$ cat config.mk
export PLATFORM = sky130hd
export DESIGN_NAME = fibo_seq_engine
export DESIGN_NICKNAME = d
export VERILOG_FILES = /design/src/rtl/fibo_seq_engine.sv
export SDC_FILE = /design/constraint.sdc
export NUM_CORES = 1
export LEC_CHECK = 0
export ABC_CLOCK_PERIOD_IN_PS = 3450
export BUFFER_PORTS_ARGS = -buffer_cell sky130_fd_sc_hd__buf_2
export CAP_MARGIN = 40
export CORE_ASPECT_RATIO = 0.9
export CORE_UTILIZATION = 36
export CTS_CLUSTER_SIZE = 14
export DETAILED_ROUTE_END_ITERATION = 12
export GPL_TIMING_DRIVEN = 0
export SLEW_MARGIN = 40
export SYNTH_ARGS = -nofsm -noshare
export SYNTH_HDL_FRONTEND = slang
export SYNTH_SLANG_ARGS = --single-unit
$ cat constraint.sdc
create_clock -name clk -period 3.45 [get_ports clk]
set_clock_uncertainty 0.15 [all_clocks]
set_input_delay 0.1725 -clock clk [delete_from_list [all_inputs] [get_ports clk]]
set_output_delay 0.1725 -clock clk [all_outputs]
set_load 0.1 [all_outputs]
$ cat src/rtl/fibo_seq_engine.sv
// Purpose : one start pulse computes term n of the Fibonacci (0,1) or Lucas (2,1) sequence.
// Latency : start sampled at edge E -> done high in the cycle after edge E+n+1.
// Backpres: none; start is ignored while busy, there is no request queue.
//
// Ports:
//   clk, rst_n          clock, asynchronous active-low reset
//   start, mode, n_term request, sequence select (0 Fib, 1 Lucas), term index
//   busy, done          busy while not IDLE, done is a one-cycle result strobe
//   result, zero_flag   registered term n and (result == 0), updated on entry to DONE
//   overflow            sticky carry-out seen during the current/last run
//   dbg_addr, dbg_data  combinational register-file read port
//
// Build option: define FIBO_SAT_EN to saturate sums to all-ones on carry-out;
// otherwise sums wrap mod 2^WIDTH.
module fibo_seq_engine #(
  parameter int WIDTH = 8,
  parameter int NREGS = 4,
  parameter int AW    = 2,
  parameter int NW    = 4
) (
  input  logic             clk,
  input  logic             rst_n,
  input  logic             start,
  input  logic             mode,
  input  logic [NW-1:0]    n_term,
  output logic             busy,
  output logic             done,
  output logic [WIDTH-1:0] result,
  output logic             zero_flag,
  output logic             overflow,
  input  logic [AW-1:0]    dbg_addr,
  output logic [WIDTH-1:0] dbg_data
);

  // Register file is sized to the full address space so any dbg_addr is a
  // legal read; entries at NREGS and above are never written and read as 0.
  localparam int DEPTH = 1 << AW;

  typedef enum logic [2:0] {
    S_IDLE,
    S_LOAD0,
    S_LOAD1,
    S_STEP,
    S_DONE
  } state_t;

  state_t state, state_nxt;

  logic [WIDTH-1:0] rf [DEPTH];
  logic [AW-1:0]    ptr;
  logic [NW-1:0]    idx;
  logic [NW-1:0]    n_q;
  logic             mode_q;

  logic [WIDTH-1:0] seed0, seed1;
  logic [AW-1:0]    ptr_m1, ptr_m2, ptr_nxt;
  logic [NW-1:0]    idx_nxt;
  logic [WIDTH:0]   sum_full;
  logic             carry;
  logic [WIDTH-1:0] sum_st;

  assign seed0 = mode_q ? WIDTH'(2) : '0;
  assign seed1 = WIDTH'(1);

  // Circular predecessors of ptr within 0..NREGS-1.
  assign ptr_m1  = (ptr == '0)    ? AW'(NREGS - 1) : ptr - 1'b1;
  assign ptr_m2  = (ptr_m1 == '0) ? AW'(NREGS - 1) : ptr_m1 - 1'b1;
  assign ptr_nxt = (ptr == AW'(NREGS - 1)) ? '0 : ptr + 1'b1;
  assign idx_nxt = idx + 1'b1;

  assign sum_full = {1'b0, rf[ptr_m1]} + {1'b0, rf[ptr_m2]};
  assign carry    = sum_full[WIDTH];

`ifdef FIBO_SAT_EN
  // A saturated operand is all-ones, so any later non-zero addend carries
  // out again and the result stays pinned at all-ones.
  assign sum_st = carry ? '1 : sum_full[WIDTH-1:0];
`else
  assign sum_st = sum_full[WIDTH-1:0];
`endif

  assign dbg_data = rf[dbg_addr];

  // State register
  always_ff @(posedge clk or negedge rst_n) begin
    if (!rst_n) state <= S_IDLE;
    else        state <= state_nxt;
  end

  // Next-state logic
  always_comb begin
    state_nxt = state;
    case (state)
      S_IDLE:  if (start) state_nxt = S_LOAD0;
      S_LOAD0: state_nxt = (n_q == '0)       ? S_DONE : S_LOAD1;
      S_LOAD1: state_nxt = (n_q == NW'(1))   ? S_DONE : S_STEP;
      S_STEP:  if (idx_nxt == n_q) state_nxt = S_DONE;
      S_DONE:  state_nxt = S_IDLE;
      default: state_nxt = S_IDLE;
    endcase
  end

  // Outputs decoded from state
  always_comb begin
    busy = (state != S_IDLE);
    done = (state == S_DONE);
  end

  // Datapath: register file, run context, result and flags
  always_ff @(posedge clk or negedge rst_n) begin
    if (!rst_n) begin
      for (int i = 0; i < DEPTH; i++) rf[i] <= '0;
      ptr       <= '0;
      idx       <= '0;
      n_q       <= '0;
      mode_q    <= 1'b0;
      result    <= '0;
      zero_flag <= 1'b1;
      overflow  <= 1'b0;
    end else begin
      case (state)
        S_IDLE: begin
          if (start) begin
            n_q      <= n_term;
            mode_q   <= mode;
            overflow <= 1'b0;
          end
        end
        S_LOAD0: begin
          rf[0] <= seed0;
          if (n_q == '0) begin
            result    <= seed0;
            zero_flag <= (seed0 == '0);
          end
        end
        S_LOAD1: begin
          rf[1] <= seed1;
          idx   <= NW'(1);
          ptr   <= AW'(2);
          if (n_q == NW'(1)) begin
            result    <= seed1;
            zero_flag <= (seed1 == '0);
          end
        end
        S_STEP: begin
          rf[ptr] <= sum_st;
          ptr     <= ptr_nxt;
          idx     <= idx_nxt;
          if (carry) overflow <= 1'b1;
          if (idx_nxt == n_q) begin
            result    <= sum_st;
            zero_flag <= (sum_st == '0);
          end
        end
        default: ;
      endcase
    end
  end

endmodule
Word-level counts from Yosys, hierarchy flattened
Index checks and enable logic that the tools add are counted.
{"block": "totals", "reg_bits": 56, "in_bits": 10, "out_inout_bits": 20, "word_cells": 90}
{"block": "op_classes", "addsub": 5, "magnitude_cmp": 5, "eq_ne": 12, "n_mux": 36, "n_bitwise": 4, "n_reduce_logical": 16}
{"operator": "$mux W8", "count": 10}
{"operator": "$bmux W8 S2", "count": 3}
{"operator": "$bwmux W32", "count": 1}
{"operator": "$pmux W8 S2", "count": 2}
{"operator": "$pmux W8 S3", "count": 1}
{"operator": "$demux W8 S2", "count": 1}
{"operator": "$logic_not A8 Y1", "count": 2}
{"operator": "$ge A3 B3 Y1 const B", "count": 4}
{"operator": "$mux W3", "count": 4}
{"operator": "$not A2 Y3", "count": 4}
{"operator": "$pmux W3 S4", "count": 1}
{"operator": "$ne A2 B2 Y1 const B", "count": 5}
{"operator": "$add A8 B8 Y9", "count": 1}
{"operator": "$mux W2", "count": 4}
{"operator": "$pmux W4 S2", "count": 1}
{"operator": "$eq A3 B2 Y1 const B", "count": 2}
{"operator": "$reduce_bool A2 Y1", "count": 3}
{"operator": "$reduce_bool A3 Y1", "count": 2}
{"operator": "$mux W1", "count": 5}
{"operator": "$add A4 B1 Y4 const B", "count": 1}
{"operator": "$eq A4 B1 Y1 const B", "count": 1}
{"operator": "$eq A4 B4 Y1", "count": 1}
{"operator": "$logic_not A2 Y1", "count": 2}
{"operator": "$logic_not A4 Y1", "count": 1}
{"operator": "14 further kinds", "count": 16}

Longest topological paths before layout
{"block": "depth", "word_depth": 12, "ltp_mapped": 13, "ltp_nobuf": 13}

Worst setup path before layout
Ideal clock, no wire load.
{"block": "synth_path", "kind": "reg2reg", "from": "register ptr[0]", "to": "register rf[22] (netlist name)", "setup_time_ns": 0.121, "t_arrival_ns": 3.462, "required_ns": 3.179, "slack_ns": -0.283, "path_stages_with_launch": 14, "path_buffers": 2, "synth_period_minus_slack_ns": 3.733, "cell_sequence": "dfrtp_1 -> inv_1 -> ha_1 -> buf_2 -> clkbuf_1 -> mux4_2 -> ha_1 -> fa_1 -> a211oi_1 -> o21bai_1 -> a21oi_1 -> xor2_1 -> o22ai_1 -> a22o_1"}
{"block": "synth_via", "elab_chain_len": 11, "word_cells_on_any_way": 23, "cone_classes": "add/sub (3); order compare (2); mux (12); bitwise (3); reduce/logical (3)"}
{"item": "start, declared", "line_no": "50", "source": "logic [AW-1:0] ptr;"}
{"item": "start signal, assigned", "line_no": "147", "source": "ptr <= ptr_nxt;"}
{"item": "$sub A2 B1 Y2 / $logic_not A2 Y1 (equally long branches)", "line_no": "66", "source": "assign ptr_m1 = (ptr == '0) ? AW'(NREGS - 1) : ptr - 1'b1;"}
{"item": "$mux W2", "line_no": "66"}
{"item": "$sub A2 B1 Y2 / $logic_not A2 Y1 (equally long branches)", "line_no": "67", "source": "assign ptr_m2 = (ptr_m1 == '0) ? AW'(NREGS - 1) : ptr_m1 - 1'b1;"}
{"item": "$mux W2", "line_no": "67"}
{"item": "$not A2 Y3 (not written as such)", "line_no": "71", "source": "assign sum_full = {1'b0, rf[ptr_m1]} + {1'b0, rf[ptr_m2]};"}
{"item": "$bmux W8 S2", "line_no": "71"}
{"item": "$mux W8 (not written as such) (2 in a row)", "line_no": "71"}
{"item": "$add A8 B8 Y9", "line_no": "71"}
{"item": "$bwmux W32 (*)", "line_no": "146", "source": "rf[ptr] <= sum_st;"}
{"item": "$pmux W8 S2 (*)", "line_no": "121", "source": "case (state)"}
{"item": "end signal, assigned by index", "line_no": "146"}
{"item": "end, declared", "line_no": "49", "source": "logic [WIDTH-1:0] rf [DEPTH];"}
Mark *: on every way between the ends. The rest lies on a longest branch, timed or not. The select of a mux whose other input is x is not followed.
A chain may end at the register's enable or synchronous reset.

Final worst setup path
{"block": "layout_path", "from": "register ptr[1]", "to": "register rf[22] (netlist name)"}
Same word-level chain as after synthesis.

==> key figures <==
Outcome
  – Status: complete, no violations

Yosys
  – Post-synth cell types: 47
  – Mapped Cells: 299
  – Synth Area per Inst: 11.1 um^2
  – Post-synth EDFFs: 0
  – Syn_nets: approximately 320
  – Ys Warns: 0
  – Mapped Area: 0.00333 mm^2
  – Seq/Total Area, Yosys: 42.1%
  – Async SR Flop Fraction: 100%
  – Yosys reg bits: 56
  – Main synth FF type: dfrtp_1

Worst setup path
  – R2r endpoint: rf[22]
  – Setup crit end kind: flip-flop
  – CP startpoint kind: flip-flop
  – R2R depth: 12
  – Critical path startpoint: ptr[1]
  – End point of the critical path: rf[22]
  – FF-to-FF Start: ptr[1]
  – Kind of critical path: reg2reg
  – Arrival time at the worst endpoint: 3.41 ns
  – Flop2flop setup slack: roughly 0.1 ns
  – Crit-path max FO: 5
  – Req. time, crit path: 3.51 ns

Drt
  – DR WL/cell: about 18 um
  – Post-Route WL: 8480 um
  – Initial drt markers: 218
  – Antenna violation net count after detailed routing: 0
  – DRC: 0
  – Vias/cell: 5.50
  – Pre-Repair DR Iteration Count: 4
  – Total number of vias: 2602

Clock network
  – Deepest clock path buffer count: 2
  – Clock-pin slew on the worst setup and hold paths: 0.11 ns
  – CTS Buf Count: 5
  – H-tree levels: 2
  – Clock root buffer: clkbuf_8
  – CTS tree: yes
  – TritonCTS Sinks: 56
  – Skew-Pair Late Insertion Delay: 0.31 ns

Floorplan
  – I/O Pins: 30
  – Core area: 0.00877 mm^2
  – # rows: 32
  – Die area: 0.00964 mm^2
  – Die Ht: 93.3 um
  – Chip width: 103 um
  – Initial Util: 38.0%

Finish
  – Layout Nets: 377
  – Ratio of cells with drive above 1 in the final layout: 31.4%
  – N_diodes: 0
  – Commonest non-fill, non-tap cells in the layout: 54 x dfrtp_1, 41 x nand2_1, 31 x o21ai_0, 27 x buf_2, 24 x mux4_2
  – Leading cell type in the layout, fill and taps excluded: dfrtp_1
  – Fill count: 804
  – Final core occ: 46.2%
  – Synth-to-layout area growth: 21.5%
  – Final Instance Count excl. Fillers: 473

STA
  – Final Max Tran Viols: 0
  – FMAX: between 200 and 300 MHz
  – Clock period minus worst slack: approximately 3.3 ns
  – Max_slew headroom: roughly 50%
  – RSZ-0062 raised after global routing: true
  – Final Cycle Share: 97.0%
  – Worst setup margin: 0.102 ns
  – Final hold violation count: 0
  – Final setup viols: 0
  – Worst-Margin Slew: about 0.74 ns
  – Final setup TNS: 0 ns

Placement
  – Placed Instances: 445
  – I/O Buffers: 27
  – GPL Wtd Cong: 0.794
  – Dpl hpwl: 5670 um
  – Pre-CTS WS: -0.539 ns

GRT
  – All-layer global routing usage: 18.9%
  – Total congestion overflow: 0
  – Vias in the first global route: between 2k and 3k
  – Initial antenna violation count: 0
  – Largest net degree at the start of global routing: 57
  – First-pass GRT wire length: between 10000 and 15000 um

Pwr
  – Power density cells: 919 mW/mm^2
  – Leak: 1.71 nW
  – Peak VDD IR: 0.000403 V

Min path
  – Min-Delay Path Class: in2async

Flow run
  – Max_cap viols: 0
timing repair:
action	4_1_cts	5_1_grt
pin swaps	8	7
hold buffers	7	0
hold endpoints to repair	61	0
resized for setup	15	12
setup endpoints to repair	24	19
gates cloned	0	0
buffers inserted	10	3
worst min path at each step:
stage	start	to	slack [ns]	cells past startpoint
final	rst_n	result[5]	0.30	2
after global routing	result[0]	result[0]	0.37	2
after CTS	rst_n	result[0]	0.33	2
after detailed placement	rst_n	result[5]	0.13	1
after global placement	n_term[1]	n_q[1]	0.26	2
after floorplan	rst_n	idx[0]	-0.27	0
per-stage QoR:
| stage | hold slack (ns) | area, um^2 | total power [mW] |
|---|---|---|---|
| floorplan | -0.273 | 3350 | 2.59 |
| global placement | 0.257 | 3630 | 3.02 |
| detailed placement | 0.135 | 3640 | 3.06 |
| CTS | 0.332 | 3970 | 3.67 |
| global route | 0.372 | 4050 | 3.94 |
| finish | 0.299 | 4050 | 3.72 |
state kept, by name (all words and copies together) (netlist names):
| name | cells |
|---|---|
| idx | 4 |
| rf | 32 |
| zero_flag | 1 |
| result | 8 |
| ptr | 2 |
| mode_q | 1 |
| overflow | 1 |
| state | 3 |
| n_q | 4 |
cells in the mapped netlist (7+ instances only):
library cell | instances | share of area (%)
dfrtp_1 | 55 | 41
o31ai_1 | 7 | 1.6
inv_1 | 14 | 1.6
mux4_2 | 24 | 16
nand2_1 | 42 | 4.7
nor2_1 | 11 | 1.2
o21ai_0 | 34 | 5.1
a21oi_1 | 9 | 1.4
ha_1 | 13 | 4.9
mux2_2 | 9 | 3.0
clkbuf_1 | 11 | 1.2
o22ai_1 | 7 | 1.3
critical path, stage by stage (launching register included):
cell	delay (ns)
dfrtp_1	0.37
inv_2	0.06
ha_4	0.28
buf_12	0.11
mux4_2	0.52
ha_4	0.19
fa_2	0.42
a211oi_2	0.23
o21bai_1	0.13
a21oi_2	0.21
xor2_2	0.27
o22ai_1	0.12
a22o_1	0.19
kinds of logic (layout without fill, tap and decap cells):
kind of cell,Yosys count,after routing,synth area share [%]
AOI/OAI and AO/OA,81,81,15.8
xor gates and xnor gates,12,12,3.38
adders and majority gates,14,14,5.48
buffers and inverters,28,83,3.45
DFF,56,56,42.1
muxes,33,33,19.3
and+or+nand+nor,75,75,10.6
per-layer routing:
metal	global-route usage, %	share of wire (%)
met5	0	0
met1	25.5	43
met2	30.7	49
met3	3.36	6.6
met4	5.99	1.3
power by group:
group | switching, mW | internal [mW]
clock | 0.223 | 0.145
sequential | 0.170 | 0.832
combinational | 1.42 | 0.933
area by class of cell:
| class | count | area (um^2) | area share [%] |
|---|---|---|---|
| multi-input combinational | 215 | 1950 | 48.2 |
| sequential | 56 | 1400 | 34.7 |
| timing repair buffer | 47 | 305 | 7.54 |
| tap | 119 | 149 | 3.68 |
| buffer | 14 | 98.8 | 2.44 |
| clock buffer | 6 | 72.6 | 1.79 |
| inverter | 14 | 52.6 | 1.30 |
| clock inverter | 2 | 16.3 | 0.402 |
Power figures use the tool's default switching activity.
